`config.mk`:
```
export PLATFORM = sky130hd
export DESIGN_NAME = color_arbiter_flat
export DESIGN_NICKNAME = d
export VERILOG_FILES = /design/src/rtl/color_arbiter_pkg.sv /design/src/rtl/color_arbiter_if.sv /design/src/rtl/color_arbiter_rr_picker.sv /design/src/rtl/color_arbiter.sv /design/src/flat_wrapper.sv
export SDC_FILE = /design/constraint.sdc
export NUM_CORES = 1
export LEC_CHECK = 0
export ABC_AREA = 1
export CAP_MARGIN = 20
export CELL_PAD_IN_SITES_DETAIL_PLACEMENT = 1
export CELL_PAD_IN_SITES_GLOBAL_PLACEMENT = 1
export CORE_MARGIN = 2
export CORE_UTILIZATION = 33
export CTS_BUF_LIST = sky130_fd_sc_hd__clkbuf_8
export DETAILED_ROUTE_END_ITERATION = 10
export GPL_ROUTABILITY_DRIVEN = 0
export PLACE_DENSITY = 0.76
export SETUP_SLACK_MARGIN = 0.3
export SYNTH_ARGS = -nofsm -noshare
export SYNTH_HDL_FRONTEND = slang
export SYNTH_HIERARCHICAL = 1
export SYNTH_SLANG_ARGS = --single-unit
```
`constraint.sdc`:
```
create_clock -name clk -period 2.2 [get_ports clk]
set_clock_uncertainty 0.2 [all_clocks]
set_input_delay 0.44 -clock clk [delete_from_list [all_inputs] [get_ports clk]]
set_output_delay 0.44 -clock clk [all_outputs]
set_load 0.02 [all_outputs]
```
`src/rtl/color_arbiter_pkg.sv`:
```
// Shared types and codes for the colour arbiter: shadow colour, controller
// states, command codes and the Color FSM output encodings.
package color_pkg;

  typedef enum logic {
    BLUE = 1'h0,
    RED  = 1'h1
  } Color_state;

  typedef enum logic [1:0] {
    IDLE,
    ISSUE,
    SETTLE
  } CtrlState;

  localparam logic [1:0] CMD_HOLD   = 2'h0;
  localparam logic [1:0] CMD_TOGGLE = 2'h1;

  localparam logic [1:0] OUT_BLUE = 2'h1;
  localparam logic [1:0] OUT_RED  = 2'h2;

endpackage

```
`src/rtl/color_arbiter_if.sv`:
```
// Requester handshake plus the shared Color FSM connection; the arbiter
// takes the slave view, the requester/FSM side takes the master view.
interface color_arbiter_if #(
  parameter int NUM_REQ = 4
);
  localparam int IDX_W = (NUM_REQ > 1) ? $clog2(NUM_REQ) : 1;

  logic [NUM_REQ-1:0]   req_valid;
  logic [2*NUM_REQ-1:0] req_cmd;
  logic [NUM_REQ-1:0]   req_ready;
  logic [1:0]           fsm_in;
  logic [1:0]           fsm_out;
  logic [IDX_W-1:0]     grant_id;
  logic                 busy;
  logic                 color;
  logic                 color_err;

  modport master (
    output req_valid, req_cmd, fsm_out,
    input  req_ready, fsm_in, grant_id, busy, color, color_err
  );

  modport slave (
    input  req_valid, req_cmd, fsm_out,
    output req_ready, fsm_in, grant_id, busy, color, color_err
  );
endinterface

```
`src/rtl/color_arbiter_rr_picker.sv`:
```
// Combinational round-robin picker: first set request at or after ptr_i,
// wrapping past the top index.
module rr_picker #(
  parameter int NUM_REQ = 4,
  parameter int IDX_W   = 2
) (
  input  logic [NUM_REQ-1:0] req_i,
  input  logic [IDX_W-1:0]   ptr_i,
  output logic [NUM_REQ-1:0] grant_o,
  output logic [IDX_W-1:0]   idx_o
);

  int               slot;
  logic [IDX_W-1:0] slotIdx;
  logic             found;

  always_comb begin
    grant_o = '0;
    idx_o   = '0;
    found   = 1'b0;
    slot    = 0;
    slotIdx = '0;
    for (int k = 0; k < NUM_REQ; k++) begin
      slot = int'(ptr_i) + k;
      if (slot >= NUM_REQ) slot = slot - NUM_REQ;
      slotIdx = IDX_W'(slot);
      if (!found && req_i[slotIdx]) begin
        found            = 1'b1;
        grant_o[slotIdx] = 1'b1;
        idx_o            = slotIdx;
      end
    end
  end

endmodule

```
`src/rtl/color_arbiter.sv`:
```
// Round-robin sequencer for a shared two-state Color FSM: issues one command
// per grant, waits out a settle window, and checks the FSM against a shadow.
module color_arbiter
  import color_pkg::*;
#(
  parameter int NUM_REQ     = 4,
  parameter int HOLD_CYCLES = 2
) (
  input logic            clk,
  input logic            rst,
  color_arbiter_if.slave bus
);

  localparam int IDX_W = (NUM_REQ > 1) ? $clog2(NUM_REQ) : 1;
  localparam int CNT_W = 4;

  CtrlState         state_q;
  logic [IDX_W-1:0] ptr_q;
  logic [IDX_W-1:0] grantId_q;
  logic [1:0]       fsmIn_q;
  logic             busy_q;
  Color_state       color_q;
  logic             colorErr_q;
  logic [CNT_W-1:0] settleCnt_q;

  logic [NUM_REQ-1:0] winOneHot;
  logic [IDX_W-1:0]   winIdx;
  logic [IDX_W-1:0]   ptr_d;
  logic [1:0]         selCmd;
  logic [1:0]         fsmOutExp;

  rr_picker #(
    .NUM_REQ(NUM_REQ),
    .IDX_W  (IDX_W)
  ) u_picker (
    .req_i  (bus.req_valid),
    .ptr_i  (ptr_q),
    .grant_o(winOneHot),
    .idx_o  (winIdx)
  );

  assign ptr_d     = (winIdx == IDX_W'(NUM_REQ - 1)) ? '0 : winIdx + 1'b1;
  assign selCmd    = bus.req_cmd[{winIdx, 1'b0} +: 2];
  assign fsmOutExp = (color_q == RED) ? OUT_RED : OUT_BLUE;

  // Ready is the only combinational output; it is gated by reset so nothing
  // is accepted while the block is held.
  assign bus.req_ready = (rst && state_q == IDLE) ? winOneHot : '0;
  assign bus.fsm_in    = fsmIn_q;
  assign bus.grant_id  = grantId_q;
  assign bus.busy      = busy_q;
  assign bus.color     = color_q;
  assign bus.color_err = colorErr_q;

  always_ff @(posedge clk or negedge rst) begin
    if (!rst) begin
      state_q     <= IDLE;
      ptr_q       <= '0;
      grantId_q   <= '0;
      fsmIn_q     <= CMD_HOLD;
      busy_q      <= 1'b0;
      color_q     <= RED;
      colorErr_q  <= 1'b0;
      settleCnt_q <= '0;
    end else begin
      case (state_q)
        IDLE: begin
          // The FSM is only compared while idle, so settle transients never flag.
          if (bus.fsm_out != fsmOutExp) colorErr_q <= 1'b1;
          if (|bus.req_valid) begin
            fsmIn_q   <= selCmd;
            grantId_q <= winIdx;
            ptr_q     <= ptr_d;
            busy_q    <= 1'b1;
            state_q   <= ISSUE;
          end
        end
        ISSUE: begin
          if (fsmIn_q == CMD_TOGGLE) color_q <= (color_q == RED) ? BLUE : RED;
          fsmIn_q     <= CMD_HOLD;
          settleCnt_q <= CNT_W'(HOLD_CYCLES - 1);
          state_q     <= SETTLE;
        end
        SETTLE: begin
          if (settleCnt_q == '0) begin
            busy_q  <= 1'b0;
            state_q <= IDLE;
          end else begin
            settleCnt_q <= settleCnt_q - 1'b1;
          end
        end
        default: state_q <= IDLE;
      endcase
    end
  end

endmodule
```
`src/flat_wrapper.sv`:
```
// flat-port wrapper written by rule: the top's interface ports become plain ports
module color_arbiter_flat import color_pkg::*;
#(
  parameter int NUM_REQ     = 4,
  parameter int HOLD_CYCLES = 2
)
  (clk, rst, bus_req_valid, bus_req_cmd, bus_fsm_out, bus_req_ready, bus_fsm_in, bus_grant_id, bus_busy, bus_color, bus_color_err);
  color_arbiter_if #(.NUM_REQ(NUM_REQ)) bus_i ();
  input logic clk;
  input logic rst;
  input wire logic [$bits(bus_i.req_valid)-1:0] bus_req_valid;
  input wire logic [$bits(bus_i.req_cmd)-1:0] bus_req_cmd;
  input wire logic [$bits(bus_i.fsm_out)-1:0] bus_fsm_out;
  output wire logic [$bits(bus_i.req_ready)-1:0] bus_req_ready;
  output wire logic [$bits(bus_i.fsm_in)-1:0] bus_fsm_in;
  output wire logic [$bits(bus_i.grant_id)-1:0] bus_grant_id;
  output wire logic [$bits(bus_i.busy)-1:0] bus_busy;
  output wire logic [$bits(bus_i.color)-1:0] bus_color;
  output wire logic [$bits(bus_i.color_err)-1:0] bus_color_err;
  assign bus_i.req_valid = bus_req_valid;
  assign bus_i.req_cmd = bus_req_cmd;
  assign bus_i.fsm_out = bus_fsm_out;
  assign bus_req_ready = bus_i.req_ready;
  assign bus_fsm_in = bus_i.fsm_in;
  assign bus_grant_id = bus_i.grant_id;
  assign bus_busy = bus_i.busy;
  assign bus_color = bus_i.color;
  assign bus_color_err = bus_i.color_err;
  color_arbiter #(.NUM_REQ(NUM_REQ), .HOLD_CYCLES(HOLD_CYCLES)) u_core (.clk(clk), .rst(rst), .bus(bus_i));
endmodule
```
-- Word level (Yosys, flattened, before mapping)
Cells that the tools add are included.
- register bits: 15
- input bits: 16
- output and inout port bits: 11
- word-level logic and storage cells: 110
- $add $sub $neg: 9
- order comparisons: 12
- equal/unequal tests: 8
- shift operators: 1
- muxes and demuxes: 45
- bitwise gates (word level): 3
- reductions and logical operators: 24
- operators with widths (cell ; count):
    2-to-1 mux 2 bit ; 13
    2-to-1 mux 4 bit ; 6
    2-to-1 mux 1 bit ; 14
    < comparator 2 x 3 -> 1 bit (second input constant) ; 4
    OR 4 bit ; 3
    AND reduction 2 bit ; 6
    greater-or-equal comparator 3 bit (second input constant) ; 3
    binary-select mux 1 bit (select 2 bit) ; 4
    demux 1 bit (select 2 bit) ; 4
    greater-or-equal comparator 2 x 1 -> 1 bit (second input constant) ; 4
    logical AND 1 bit ; 8
    case mux 4 bit (2 select lines) ; 1
    indexed part select 8 x 4 -> 2 bit ; 1
    subtractor 2 x 1 -> 2 bit (second input constant) ; 4
    adder 2 x 2 -> 3 bit (second input constant) ; 2
    case mux 2 bit (3 select lines) ; 1
    nonzero test 2 bit ; 3
    == test 2 x 1 -> 1 bit (second input constant) ; 2
    == test 2 bit (second input constant) ; 2
    logical NOT 4 bit ; 1
    inequality test 2 bit (second input constant) ; 2
    case mux 2 bit (2 select lines) ; 1
    OR reduction 4 bit ; 1
    subtractor 4 x 1 -> 4 bit (second input constant) ; 1
    9 further kinds ; 11

-- Longest topological paths before layout
- depth in word-level cells: 17
- depth in mapped cells: 14
- depth with buffers taken out: 13

-- Modules after synthesis
Netlist, hierarchy kept.
- modules (own cells, without submodules) (module ; instances ; cells each ; area an instance (sq um) ; sequential area each (sq um)):
    color_arbiter ; 1 ; 99 ; 774.5 ; 376.6
    rr_picker ; 1 ; 73 ; 439.2 ; 0.0

-- Worst setup path before layout
Ideal clock, no wire load.
- kind: register to output
- from: register u_core.ptr_q[0]
- to: output bus_req_ready[0]
- arrival time: 1.877 ns
- required time: 1.560 ns
- slack: -0.317 ns
- stages on the path, launching flop included: 12
- buffers on the path: 1
- path through: dfrtp_1 inv_2 ha_1 inv_1 nand2_1 nand2_2 nor2_4 buf_6 nand3_1 nand3_1 inv_1 nor2_1
- word-level cells in the longest chain between the ends: 15
- elaborated cells between the ends (all ways): 60
- those cells by class: 7 x add/sub; 12 x order compare; 28 x mux; 3 x bitwise; 10 x reduce/logical
- RTL lines (item ; RTL line ; source):
    start, declared ; color_arbiter.sv:18 ; logic [IDX_W-1:0] ptr_q;
    start signal, assigned ; color_arbiter.sv:73 ; ptr_q <= ptr_d;
    branches (longest 13 deep; another with adder 2 x 1 -> 3 bit) ; -- ;
    2-to-1 mux 4 bit * ; color_arbiter_rr_picker.sv:27 ; if (!found && req_i[slotIdx]) begin
    named net u_core.winOneHot[0] ; color_arbiter.sv:26 ; logic [NUM_REQ-1:0] winOneHot;
    2-to-1 mux 4 bit * ; color_arbiter.sv:48 ; assign bus.req_ready = (rst && state_q == IDLE) ? winOneHot : '0;
    end, declared ; flat_wrapper.sv:14 ; output wire logic [$bits(bus_i.req_ready)-1:0] bus_req_ready;
Mark *: on every way through the listed nets, which the timed path passes. The select of a mux whose other input is x is not followed.

-- Worst setup path in the final report
- from: register u_core.ptr_q[0]
- to: output bus_req_ready[2]
The elaborated chain is that of the path after synthesis.

==> metrics.csv <==
metric,value,unit
"area leader, netlist",dfrtp_1,
# rows,22,
drt initial violations,37,
Port Buf Inserts,26,
# setup viols final,8,
unrepaired setup endpoints after global routing,yes,
Post-synth ARST share,1.000,
"worst slack, placed",-0.8742,ns
Mapped Cells,172,
Critical-path top delay cell,dfrtp_2,
Syn Nets,195,
FF-to-FF Start,u_core/ptr_q[0],
HP Class,reg -> reg,
nets,252,
WL/cell,15.32,um
R2R Setup Slk,-0.16,ns
CP Cell Sequence,buf_6 > nand2_2 > nand2_2 > nand2_2 > nand2_4 > nor2_4 > nand4_1 > nand3_1 > inv_2 > nor2_4 > buf_6,
Residual DRC,0,
Reg2Reg Depth,16,
fin cells,276,
Area growth syn-to-layout,65.05,%
post-synth top area share,0.2887,
CTS tree,yes,
Most used DFF post-synth,dfrtp_1,
Synthesis Warnings,6,
"top cells by area, synth","dfrtp_1 (29%), nand2_1 (11%), nand3_1 (9.1%)",
min Tclk post-route,2.454,ns
full die area,4179,um^2
largest net degree at the start of global routing,16,
Post-DP HPWL,3069,um
Initial Util,0.3366,
Most common cell on crit path,nand2_2,
"Period Utilization, post-route",1.115,
# Max-Cap Violations,0,
CP Capture Type,output pin,
Ports,27,
fin worst setup slack,-0.2537,ns
"Reg clk slew, reported paths",0.07,ns
Buf/Inv on CP,3,
Clock Sink Count,15,
sequential area share after synthesis,0.3103,
Worst slew margin,0.8000,
Worst Path Max Fanout,9,
WP depth,11,
die height,64.65,um
CTS H-tree lvls,1,
PnR Total Power,0.003900,W
worst endpoint data arrival time,1.81,ns
first-pass GRT wire length,7100,um
Worst path max stage delay,0.42,ns
"most common cell after layout, fill and taps aside",nand2_1,
Max Freq,0.4075,GHz
grt ovf,0,
core footprint,3606,um^2
diodes inserted,0,
Required @ worst endpoint,1.56,ns
DP Cell Count,265,
"antenna viol nets, final",0,
Crit Path Class,reg -> out,
DRT Wirelength,4227,um
r2r endpoint,u_core/bus.fsm_in[0],
Synth Area per Inst,7.056,um^2
Worst setup SP type,register,
maximum VDD drop,0.001035,V
die width,64.65,um
final hold viol count,0,
Critical path origin,u_core/ptr_q[0],
share of layout cells above drive strength 1,0.4386,
vias per cell,4.942,
number of synthesized flops with an enable pin,0,
most frequent cells in the layout,"nand2_1 (28), buf_4 (23), nand3_1 (17), nand2_2 (17), clkdlybuf4s50_1 (15)",
flop and latch count out of synthesis,15,
vias in the first global route,1540,
final max-slew violation count,0,
failing checks,setup timing,
final hold slack,0.2781,ns
cell area after synthesis,1214,um^2
via count,1364,
Clock Tree Buf Depth,2,
Worst Max-Slew Pin Slew,0.2974,ns
"delay-heaviest family, CP",simple AND/OR/NAND/NOR gates,
Root Buffer,clkbuf_8,
power per cell area,1947,nW/um^2
crit path to,bus_req_ready[2],
Total Routing Usage GR,0.2198,
Clock Latency Late Sink,0.25,ns
"Distinct cells, synth",28,
1st-pass router iterations,4,
Leak,0.9688,nW
initial antenna violation count,0,
Num CTS Buffers,3,
status,"finished, violations left",
==> sequential cells by signal (all words and copies together), names as in the netlist <==
| register | count |
|---|---|
| u_core/settleCnt_q | 4 |
| u_core/state_q | 2 |
| u_core/bus.grant_id | 2 |
| u_core/ptr_q | 2 |
| u_core/bus.color | 1 |
| u_core/bus.color_err | 1 |
| u_core/bus.fsm_in | 2 |
| u_core/bus.busy | 1 |
==> worst min-delay path by stage <==
| stage | startpoint | to | slack [ns] | depth (start not counted) |
|---|---|---|---|---|
| 3_3_place_gp | u_core/bus.color_err | u_core/bus.color_err | 0.26 | 1 |
| 6_report | u_core/bus.busy | u_core/bus.busy | 0.28 | 2 |
| 4_1_cts | u_core/bus.busy | u_core/bus.busy | 0.29 | 2 |
| 2_1_floorplan | rst | u_core/bus.busy | -0.06 | 0 |
| 5_1_grt | u_core/bus.busy | u_core/bus.busy | 0.32 | 2 |
| 3_5_place_dp | u_core/bus.busy | u_core/bus.busy | 0.27 | 2 |
==> worst min-delay path, cell delays in order (launching register included) <==
cell and delay (ns):
dfrtp_1 0.35, nand2_1 0.05, nand2_1 0.05
==> power breakdown <==
group | internal [W] | total, W | switching [W]
logic | 0.00138 | 0.00316 | 0.00178
clock network | 0.000125 | 0.000227 | 0.000102
registers | 0.000409 | 0.000508 | 0.0000982
==> metal layers <==
metal / wire length (um) / vias up / global-route usage / part of all wire
met5: 0 / - / 0 / 0
met4: 41 / 0 / 0.06649 / 0.0097
met3: 92 / 4 / 0.01736 / 0.022
met2: 2341 / 28 / 0.4323 / 0.55
met1: 1752 / 654 / 0.2489 / 0.41
li1: - / 678 / - / -
==> cell type report <==
| type | instances | area [um^2] |
|---|---|---|
| sequential | 15 | 379.1 |
| timing repair buffer | 53 | 481.7 |
| multi-input combinational | 131 | 934.6 |
| fill | 447 | 1603 |
| clock inverter | 1 | 5.005 |
| tap | 48 | 60.06 |
| inverter | 25 | 101.3 |
| clock buffer | 3 | 41.29 |
==> Yosys cell counts (all sizes together) (2+ instances only) <==
library cell	number
buf	2
dfrtp	14
nor2	13
nand2	49
nand4	6
a21boi	4
inv	25
o21ai	9
a21oi	12
nand3	24
ha	7
==> cell families (layout without fill, tap and decap cells) <==
kind of cell / after synthesis / count (layout) / synth area share
XOR/XNOR: 2 / 2 / 0.01444
AO/OA/AOI/OAI: 27 / 27 / 0.1258
AND/OR/NAND/NOR: 94 / 95 / 0.3866
flip-flops: 15 / 15 / 0.3103
adder cells (fa/ha/maj): 7 / 7 / 0.07216
buffers and inverters: 27 / 82 / 0.09072
==> through the flow <==
stage                 util  area [um^2]  setup TNS (ns)
floorplan                -         1308               0
global placement    0.4889         1763          -5.269
detailed placement  0.4889         1763          -6.113
CTS                 0.5451         1966          -1.136
global route        0.5555         2003          -2.342
finish              0.5555         2003          -1.400
==> repair_timing <==
item	CTS	global route
endpoints found under the setup margin	11	12
gates resized for setup	59	7
gates cloned	2	0
hold buffers	0	0
setup buffers	3	2
pin swaps	16	10
(Power assumes the default switching activity.)
